$ cat config.mk
export PLATFORM = sky130hd
export DESIGN_NAME = song_reader_flat
export DESIGN_NICKNAME = d
export VERILOG_FILES = /design/src/rtl/song_reader_if.sv /design/src/rtl/song_reader.sv /design/src/flat_wrapper.sv
export SDC_FILE = /design/constraint.sdc
export NUM_CORES = 1
export LEC_CHECK = 0
export CORE_MARGIN = 3
export CORE_UTILIZATION = 41
export DETAILED_ROUTE_END_ITERATION = 8
export GPL_TIMING_DRIVEN = 0
export PLACE_DENSITY = 0.75
export SKIP_CTS_REPAIR_TIMING = 1
export SYNTH_ARGS = -nofsm -noshare
export SYNTH_HDL_FRONTEND = slang
export SYNTH_SLANG_ARGS = --single-unit
$ cat constraint.sdc
create_clock -name clk -period 1.95 [get_ports clk]
set_input_delay 0.39 -clock clk [delete_from_list [all_inputs] [get_ports clk]]
set_output_delay 0.39 -clock clk [all_outputs]
set_load 0.02 [all_outputs]
$ cat src/rtl/song_reader_if.sv
// Bundle of control, note-player and song-ROM signals around the song reader.
// master = surrounding system (control FSM, note player, ROM); slave = song_reader.
interface song_reader_if #(
  parameter int NOTE_W = 6,
  parameter int DUR_W  = 6,
  parameter int IDX_W  = 5
);
  logic                      play;
  logic                      reset_player;
  logic [1:0]                song;
  logic                      note_done;
  logic [IDX_W+1:0]          rom_addr;
  logic [NOTE_W+DUR_W-1:0]   rom_data;
  logic [NOTE_W-1:0]         note;
  logic [DUR_W-1:0]          duration;
  logic                      new_note;
  logic                      song_done;

  modport master (
    output play, reset_player, song, note_done, rom_data,
    input  rom_addr, note, duration, new_note, song_done
  );

  modport slave (
    input  play, reset_player, song, note_done, rom_data,
    output rom_addr, note, duration, new_note, song_done
  );
endinterface

$ cat src/rtl/song_reader.sv
// Walks the selected song in the synchronous ROM, hands each note to the note
// player with a new_note pulse and reports the end of the song with song_done.
module song_reader #(
  parameter int NOTE_W = 6,
  parameter int DUR_W  = 6,
  parameter int IDX_W  = 5
) (
  input  logic           clk,
  input  logic           reset,
  song_reader_if.slave   bus
);

  typedef enum logic [2:0] {
    S_IDLE,
    S_FETCH,
    S_LATCH,
    S_WAIT,
    S_DONE
  } state_t;

  state_t              r_state;
  logic [IDX_W-1:0]    r_idx;
  logic [NOTE_W-1:0]   r_note;
  logic [DUR_W-1:0]    r_duration;
  logic                r_new_note;
  logic                r_song_done;

  logic [NOTE_W-1:0]   w_rom_note;
  logic [DUR_W-1:0]    w_rom_dur;
  logic                w_last_idx;

  assign w_rom_note = bus.rom_data[NOTE_W+DUR_W-1:DUR_W];
  assign w_rom_dur  = bus.rom_data[DUR_W-1:0];
  assign w_last_idx = &r_idx;

  assign bus.rom_addr  = {bus.song, r_idx};
  assign bus.note      = r_note;
  assign bus.duration  = r_duration;
  assign bus.new_note  = r_new_note;
  assign bus.song_done = r_song_done;

  always_ff @(posedge clk or negedge reset) begin
    if (!reset) begin
      r_state     <= S_IDLE;
      r_idx       <= '0;
      r_note      <= '0;
      r_duration  <= '0;
      r_new_note  <= 1'b0;
      r_song_done <= 1'b0;
    end else begin
      r_new_note  <= 1'b0;
      r_song_done <= 1'b0;
      if (bus.reset_player) begin
        r_state    <= S_IDLE;
        r_idx      <= '0;
        r_note     <= '0;
        r_duration <= '0;
      end else begin
        case (r_state)
          S_IDLE: begin
            if (bus.play) r_state <= S_FETCH;
          end
          // ROM samples the address here; its word is valid in LATCH.
          S_FETCH: r_state <= S_LATCH;
          S_LATCH: begin
            if (w_rom_dur == '0) begin
              r_state <= S_DONE;
            end else begin
              r_note     <= w_rom_note;
              r_duration <= w_rom_dur;
              r_new_note <= 1'b1;
              r_state    <= S_WAIT;
            end
          end
          S_WAIT: begin
            if (bus.note_done) begin
              if (w_last_idx) begin
                r_state <= S_DONE;
              end else begin
                r_idx   <= r_idx + 1'b1;
                r_state <= bus.play ? S_FETCH : S_IDLE;
              end
            end
          end
          S_DONE: begin
            r_song_done <= 1'b1;
            r_idx       <= '0;
            r_state     <= S_IDLE;
          end
          default: r_state <= S_IDLE;
        endcase
      end
    end
  end

endmodule

$ cat src/flat_wrapper.sv
// flat-port wrapper written by rule: the top's interface ports become plain ports
module song_reader_flat 
#(
  parameter int NOTE_W = 6,
  parameter int DUR_W  = 6,
  parameter int IDX_W  = 5
)
  (clk, reset, bus_play, bus_reset_player, bus_song, bus_note_done, bus_rom_data, bus_rom_addr, bus_note, bus_duration, bus_new_note, bus_song_done);
  song_reader_if #(.NOTE_W(NOTE_W), .DUR_W(DUR_W), .IDX_W(IDX_W)) bus_i ();
  input  logic clk;
  input  logic reset;
  input wire logic [$bits(bus_i.play)-1:0] bus_play;
  input wire logic [$bits(bus_i.reset_player)-1:0] bus_reset_player;
  input wire logic [$bits(bus_i.song)-1:0] bus_song;
  input wire logic [$bits(bus_i.note_done)-1:0] bus_note_done;
  input wire logic [$bits(bus_i.rom_data)-1:0] bus_rom_data;
  output wire logic [$bits(bus_i.rom_addr)-1:0] bus_rom_addr;
  output wire logic [$bits(bus_i.note)-1:0] bus_note;
  output wire logic [$bits(bus_i.duration)-1:0] bus_duration;
  output wire logic [$bits(bus_i.new_note)-1:0] bus_new_note;
  output wire logic [$bits(bus_i.song_done)-1:0] bus_song_done;
  assign bus_i.play = bus_play;
  assign bus_i.reset_player = bus_reset_player;
  assign bus_i.song = bus_song;
  assign bus_i.note_done = bus_note_done;
  assign bus_i.rom_data = bus_rom_data;
  assign bus_rom_addr = bus_i.rom_addr;
  assign bus_note = bus_i.note;
  assign bus_duration = bus_i.duration;
  assign bus_new_note = bus_i.new_note;
  assign bus_song_done = bus_i.song_done;
  song_reader #(.NOTE_W(NOTE_W), .DUR_W(DUR_W), .IDX_W(IDX_W)) u_core (.clk(clk), .reset(reset), .bus(bus_i));
endmodule
==> key figures <==
Logic synthesis
  – Mapped Area: 0.001061 mm^2
  – Yosys reg bits: 22
  – Syn Inst Count: 92
  – Mapped Avg Cell Area: 11.53 um^2
  – Area contributors post-synth: dfrtp_1 52%, mux2i_1 11%, nor2_1 6.0%, a311oi_4 2.5%, a22o_1 2.5%
  – Cell accounting for the most synthesized area: dfrtp_1
  – Async SR Flop Fraction: 100.0%
  – Synth unique cells: 31
  – Syn nets: 113
  – Main synth FF type: dfrtp_1
  – Post-synth top area share: 51.89%
  – Register area share after synthesis: 51.89%
  – Yosys warning count: 0
  – Post-synth EDFFs: 0

STA
  – RSZ-0062 raised after global routing: false
  – Least-Margin Pin Slew: between 0.9 and 1 ns
  – Hold Violations, Final: 0
  – Max Fclk: 0.5421 GHz
  – Tmin final: between 1.5 and 2 ns
  – Tcrit/Tclk final: 94.61%
  – Max-slew violations: 0
  – Max-slew headroom: 35.17%
  – Clk_skew: 0.003583 ns
  – WHS: 0.4944 ns
  – Setup violators final: 0

Route
  – Met2 wire len: roughly 1100 um
  – Max layer used: met4
  – Metal-1 WL: 994 um
  – WL/cell: 14.36 um
  – Met3 Wirelength: roughly 150 um
  – Routed Antenna Nets: 0
  – Pre-antenna DRT Iters: 4
  – DRC violations left: 0
  – DRT iter0 DRCs: 5
  – Via count: 842
  – Via/cell ratio: 5.263
  – DRT Wirelength: 2298 um

Floorplanning
  – Die width: 56.87 um
  – Rows: 17
  – Die height: 56.87 um
  – Top Ports: 40
  – Starting Density: 45.35%
  – Core Region: 0.002340 mm^2
  – Die ar.: 0.003234 mm^2

Hold path
  – Worst hold stages: 2
  – Hold crit path type: primary input to flop

Pwr
  – Switch share: 28.96%
  – Sw power: between 200 and 300 uW
  – Clock share of power: 20.2%
  – Leak Pwr: 0.6275 nW
  – Flop pwr share: 51.5%
  – Maximum vdd ir drop: 0.3943 mV
  – Combinational share of power: between 20% and 30%
  – P per Cell Area: 649.3 mW/mm^2
  – Internal power: slightly below 700 uW

Run
  – MaxCap Viol Count: 0

Final layout
  – Final net count: 155
  – Area grow syn2layout: 41.27%
  – Fillers: between 200 and 250
  – Final Non-Filler Cells: 160
  – Share of layout cells above drive strength 1: 12.12%
  – Fin area: 0.001499 mm^2
  – Antenna Diode Count: 0

Clocking
  – Worst skew pair latency: 0.29 ns
  – CTS Root Cell: clkbuf_4
  – # H-tree levels: 1
  – TritonCTS clock tree: yes
  – Bufs on Longest Clock Path: 2
  – Clk sinks: 22
  – Num CTS Buffers: 3
  – Clock transition at path regs: 0.11 ns

Global route
  – Gr ovfl total: 0
  – Largest net degree at the start of global routing: 23
  – Global-route wire length before repair: approximately 4000 um
  – Initial antenna violation count: 0
  – Vias in the first global route: slightly below 900
  – GRT Total Usage: 15.70%

Place
  – I/O Buffers: 36
  – Placed cell areas: about 0.0015 mm^2
  – DPL Wire Length: between 1500 and 2000 um
  – Routability cong.: 0.7014
  – Post-Place Cells: 156

Worst setup path
  – Worst-path maximum fanout: 4
  – R2r worst-path depth: 6
  – Worst Path Required: 2.19 ns
  – Setup CP Type: flop to flop
  – CP Capture Type: flop
  – Worst Setup Start Kind: flop
  – Arrival @ worst endpoint: 2.08 ns

Outcome
  – Outcome: completed
==> synth_stat cells, types with 2 or more instances <==
library cell	count
a211oi_1	2
a21oi_1	2
a22o_1	3
buf_4	2
buf_6	2
clkbuf_1	2
dfrtp_1	22
ha_1	2
inv_1	2
mux2i_1	12
nand3_1	2
nand4b_1	2
nor2_1	17
o21ai_0	3
==> state kept, by name, indices dropped and copies added (netlist names) <==
| register | flops |
|---|---|
| u_core.bus.duration | 6 |
| u_core.bus.note | 6 |
| u_core.r_idx | 5 |
| u_core.r_state | 3 |
| u_core.bus.new_note | 1 |
| u_core.bus.song_done | 1 |
==> critical path, stage by stage (launching register included) <==
cell and delay [ns]:
dfrtp_1 0.43, ha_1 0.21, and3_1 0.18, ha_1 0.20, and3b_2 0.27, nor3b_2 0.30
mux2_2 0.21
==> cell families after synthesis <==
group | share of synthesized area (%)
multiplexers | 12.38
buffers and inverters | 5.424
adder cells (fa/ha/maj) | 2.358
XOR/XNOR | 1.651
flip-flops | 51.89
AND/OR/NAND/NOR | 15.92
AO/OA/AOI/OAI | 10.38
==> per-stage QoR <==
step	setup TNS, ns	setup slack (ns)	total power, mW	utilization (%)
finish	0	0.1052	0.9733	64.06
detailed placement	-1.382	-0.1744	0.7818	62.25
global route	0	0.007934	1.029	64.06
floorplan	0	0.06805	0.6702	-
global placement	-1.227	-0.1620	0.7764	62.25
CTS	-0.2649	-0.09800	0.9745	63.21
==> cell type report <==
class,count,area (um^2),share of cell area [%]
well taps,28,35.03,2.337
multi-input cells,61,465.4,31.05
clock buffers,3,22.52,1.503
inverters,2,7.507,0.5008
plain buffers,7,50.05,3.339
flip-flops and latches,22,550.5,36.73
repair buffers,37,367.9,24.54
==> per-layer routing <==
| metal | track usage [%] | vias up |
|---|---|---|
| met3 | 5.517 | 2 |
| met5 | 0 | - |
| met1 | 19.13 | 415 |
| li1 | - | 403 |
| met2 | 26.40 | 22 |
| met4 | 3.974 | 0 |
==> power by group through the flow <==
| stage | Sequential, mW | Combinational [mW] | Clock [mW] |
|---|---|---|---|
| 4_1_cts | 0.501 | 0.273 | 0.200 |
| 2_1_floorplan | 0.532 | 0.138 | 0 |
| 6_report | 0.501 | 0.276 | 0.196 |
| 3_5_place_dp | 0.509 | 0.273 | 0 |
| 5_1_grt | 0.505 | 0.302 | 0.222 |
| 3_3_place_gp | 0.509 | 0.267 | 0 |
==> placed cells by master, fill, tap and decap left out, types with 2 or more instances in the layout <==
master and instances:
a211oi_1 2, nor2_1 17, ha_1 2, dfrtp_1 22, inv_1 2, buf_6 2, mux2i_1 12, clkbuf_4 3
nand4b_1 2, nand3_1 2, o21ai_0 3, a21oi_1 2, a22o_1 3, clkbuf_1 2, buf_4 3, clkdlybuf4s50_1 36
==> path summary, 6_finish.rpt <==
kind	from	to	slack, ns
setup reg to reg	u_core.r_idx[1]$_DFFE_PN0P_	u_core.r_idx[0]$_DFFE_PN0P_	0.11
min in group asynchronous	reset	u_core.bus.duration[5]$_DFFE_PN0P_	0.62
max in group asynchronous	reset	u_core.bus.note[2]$_DFFE_PN0P_	0.74
setup / recovery	u_core.r_idx[1]$_DFFE_PN0P_	u_core.r_idx[0]$_DFFE_PN0P_	0.11
hold reg to reg	u_core.bus.duration[4]$_DFFE_PN0P_	u_core.bus.duration[4]$_DFFE_PN0P_	0.53
hold / removal	bus_reset_player	u_core.bus.duration[5]$_DFFE_PN0P_	0.49
(Power assumes the default switching activity.)
==> patch 1: new RTL, config.mk and constraints unchanged <==
Re-encode `state_t` (5 states) as one-hot, 5 bits wide.
--- a/src/rtl/song_reader.sv
+++ b/src/rtl/song_reader.sv
@@ -10,12 +10,12 @@
   song_reader_if.slave   bus
 );
 
-  typedef enum logic [2:0] {
-    S_IDLE,
-    S_FETCH,
-    S_LATCH,
-    S_WAIT,
-    S_DONE
+  typedef enum logic [4:0] {
+    S_IDLE  = 5'b00001,
+    S_FETCH = 5'b00010,
+    S_LATCH = 5'b00100,
+    S_WAIT  = 5'b01000,
+    S_DONE  = 5'b10000
   } state_t;
 
   state_t              r_state;
Function: same outputs for any inputs over 10 cycles, from zero or initial values and one cycle with reset low; not proved beyond that.
==> patch 1 against the unedited design <==
- the flow now finishes with violations (setup timing)
- count of clock-buffer cells in the layout did not move
- sequential share of layout area fell by 1.5 points
- setup slack got worse by 0.26 ns
- cell area rose by 15%
- worst hold slack improved by 0.053 ns
- sequential cell count rose by 2
- cell count rose by 26%
- routed wire length rose by 34%
- area after synthesis rose by 13%
- largest cell class unchanged
Power is not compared: it rests on default switching activity, and its combinational part moved more than twofold at a synthesized area within 25%.
==> patch 1: results <==
export IMPL_syn_instance_count=130
export IMPL_violations="setup timing"
export IMPL_fin_ws_ns=-0.156
export IMPL_drive_gt1_share_pct=15.8
export IMPL_io_buffers=37
export IMPL_slew_headroom_pct=28.6
export IMPL_startpoint="u_core.r_idx[0]"
export IMPL_std_cell_rows=18
export IMPL_grt_max_degree=25
export IMPL_routed_wl_mm=3.09
export IMPL_post_dp_hpwl_mm=2.27
export IMPL_grt_pass1_wl_mm=4.92
export IMPL_fin_setup_tns_ns=-0.481
export IMPL_hold_slack_ns=0.548
export IMPL_synth_area_leaders="dfrtp_1, a21oi_1, o21ai_0, nand3_1, nor2_1"
export IMPL_synth_fp_nets=151
export IMPL_reg2reg_slack_ns=-0.16
export IMPL_setup_viol=5
export IMPL_gp_congestion=0.783
export IMPL_yosysSeqAreaShare_pct=50.3
export IMPL_worstHoldStart="u_core.bus.note[0]"
export IMPL_nets=193
export IMPL_rr_startpoint="u_core.r_idx[0]"
export IMPL_cts_sinks=24
export IMPL_seq_share_pct=35.2
export IMPL_synthTopCellsByCount="dfrtp_1, a21oi_1, o21ai_0"
export IMPL_status="finished, violations left"
export IMPL_arrival_ns=2.37
## patch 1: cell count changes after synthesis, moves of 3 or more
cell | before | now
a21oi_1 | 2 | 16
nand2_1 | 1 | 8
mux2i_1 | 12 | 3
nor2_1 | 17 | 13
nand3_1 | 2 | 11
nor3_1 | 0 | 4
a22o_1 | 3 | 0
clkbuf_1 | 2 | 6
o21ai_0 | 3 | 15
## patch 1: logic make-up after synthesis
logic type	Yosys count	synth area share, %
xor+xnor	1	0.732
flops	24	50.3
compound gates	37	16.7
mux	3	2.51
buf+inv	13	5.96
fa+ha+maj	2	2.09
simple gates	50	21.7
## patch 1: per-layer routing
layer	up-vias	wire [um]	global-route usage, %	share of wire, %
met5	-	0	0	0
met1	532	1260	22.3	41
met2	32	1620	30.9	52
li1	540	-	-	-
met3	10	99	3.02	3.2
met4	0	108	10.8	3.5
## patch 1: where the power goes
group          total, uW  switching (uW)  internal (uW)
combinational        121            57.5           63.7
clock                365             157            208
sequential           512            6.03            506
==> patch 2: new RTL, same settings <==
Made on the original files. `NOTE_W` is set to 6 in 3 places; all go to 12.
--- a/src/rtl/song_reader_if.sv
+++ b/src/rtl/song_reader_if.sv
@@ -1,7 +1,7 @@
 // Bundle of control, note-player and song-ROM signals around the song reader.
 // master = surrounding system (control FSM, note player, ROM); slave = song_reader.
 interface song_reader_if #(
-  parameter int NOTE_W = 6,
+  parameter int NOTE_W = 12,
   parameter int DUR_W  = 6,
   parameter int IDX_W  = 5
 );
--- a/src/rtl/song_reader.sv
+++ b/src/rtl/song_reader.sv
@@ -1,7 +1,7 @@
 // Walks the selected song in the synchronous ROM, hands each note to the note
 // player with a new_note pulse and reports the end of the song with song_done.
 module song_reader #(
-  parameter int NOTE_W = 6,
+  parameter int NOTE_W = 12,
   parameter int DUR_W  = 6,
   parameter int IDX_W  = 5
 ) (
--- a/src/flat_wrapper.sv
+++ b/src/flat_wrapper.sv
@@ -1,7 +1,7 @@
 // flat-port wrapper written by rule: the top's interface ports become plain ports
 module song_reader_flat 
 #(
-  parameter int NOTE_W = 6,
+  parameter int NOTE_W = 12,
   parameter int DUR_W  = 6,
   parameter int IDX_W  = 5
 )
Interface: changed (resized bus_note and bus_rom_data); port bits go from 40 to 52. The function was not compared with the original's and may differ.
==> patch 2 against the unedited design <==
- cell area is 27% higher
- clock skew is 0.0016 ns lower
- global-route usage is 0.29 points lower
- routed wire length is 26% higher
- area after synthesis is 23% higher
- sequential cell count is 6 higher
- total power is 31% higher
- setup slack worse by 0.015 ns
==> patch 2: results <==
export IMPL_drive_gt1_share_pct=11.5
export IMPL_yosysSeqAreaShare_pct=53.6
export IMPL_status="finished clean"
export IMPL_first_global_vias=1059
export IMPL_grt_max_degree=29
export IMPL_arrival_ns=2.13
export IMPL_synth_fp_nets=139
export IMPL_cellInternalPower_uw=911
export IMPL_tightestPinTransition_ns=0.627
export IMPL_cpPeakStageDelay_ns=0.42
export IMPL_nets=193
export IMPL_synthDistinctLibCells=30
export IMPL_peakVddDrop_uv=437
export IMPL_placed_area_um2=1840
export IMPL_firstDrtPassIters=4
export IMPL_crit_fanout=4
export IMPL_path_delay_family="flip-flops"
export IMPL_rr_startpoint="u_core.r_idx[1]"
export IMPL_timing_final_crit_share_pct=95.4
export IMPL_fillCellCount=234
export IMPL_multi_input_area_um2=553
export IMPL_fin_skew_ns=0.00198
export IMPL_gp_congestion=0.722
export IMPL_leakagePower_uw=0.000796
export IMPL_vias=1018
export IMPL_dpl_cell_count=202
export IMPL_clkLatencyLatePin_ns=0.32
export IMPL_vias_per_cell=4.92
export IMPL_routed_wl_mm=2.90
export IMPL_track_usage_pct=15.4
export IMPL_clk_pin_slew_ns=0.14
export IMPL_cts_max_path_buffers=2
export IMPL_synthFlopType="dfrtp_1"
export IMPL_post_place_ws_ns=-0.0881
export IMPL_hold_path_class="in2async"
export IMPL_antenna_left=0
export IMPL_syn_instance_count=112
export IMPL_synth_area_leaders="dfrtp_1, mux2i_1, nor2_1, buf_4, a311oi_4"
export IMPL_grt_pass1_wl_mm=4.84
export IMPL_drt_initial_drc_count=14
export IMPL_post_dp_hpwl_mm=2.15
export IMPL_synthTopCellsByCount="dfrtp_1, nor2_1, mux2i_1"
export IMPL_io_buffers=48
-- patch 2: metal layers --
metal  global-route usage, %  vias up  routed length, um
li1                        -      494                  -
met1                    18.3      491               1210
met2                    26.1       31               1440
met3                    4.86        2                234
met4                    5.79        0                 16
met5                       0        -                  0
-- patch 2: final cells by class --
| type | instances | share of cell area (%) |
|---|---|---|
| buffer | 9 | 3.36 |
| clock buffer | 4 | 1.91 |
| tap | 42 | 2.77 |
| timing repair buffer | 49 | 25.5 |
| inverter | 2 | 0.396 |
| multi-input combinational | 73 | 29.2 |
| sequential | 28 | 36.9 |
-- patch 2: worst min path at each step --
stage | start | endpoint | slack (ns) | cells after the start
6_report | reset | u_core.bus.note[5] | 0.06 | 1
5_1_grt | reset | u_core.bus.note[5] | 0.08 | 1
4_1_cts | bus_reset_player | u_core.bus.new_note | 0.39 | 2
3_5_place_dp | u_core.bus.duration[0] | u_core.bus.duration[0] | 0.51 | 2
3_3_place_gp | u_core.bus.note[7] | u_core.bus.note[7] | 0.50 | 2
2_1_floorplan | reset | u_core.bus.duration[0] | 0.09 | 0
-- patch 2: power by group through the flow --
| stage | logic (uW) | registers [uW] | clock network, uW |
|---|---|---|---|
| 2_1_floorplan | 172 | 683 | 0 |
| 3_3_place_gp | 348 | 647 | 0 |
| 3_5_place_dp | 355 | 649 | 0 |
| 4_1_cts | 356 | 638 | 287 |
| 6_report | 362 | 638 | 279 |
| 5_1_grt | 393 | 643 | 315 |
-- patch 2: cells by family (layout without fill, tap and decap cells) --
kind of cell	Yosys count	after routing	share of synthesized area [%]
buf+inv	11	64	5.46
simple gates	37	37	14.6
flops	28	28	53.6
compound gates	13	13	8.43
xor+xnor	2	2	1.34
fa+ha+maj	2	2	1.92
mux	19	19	14.7
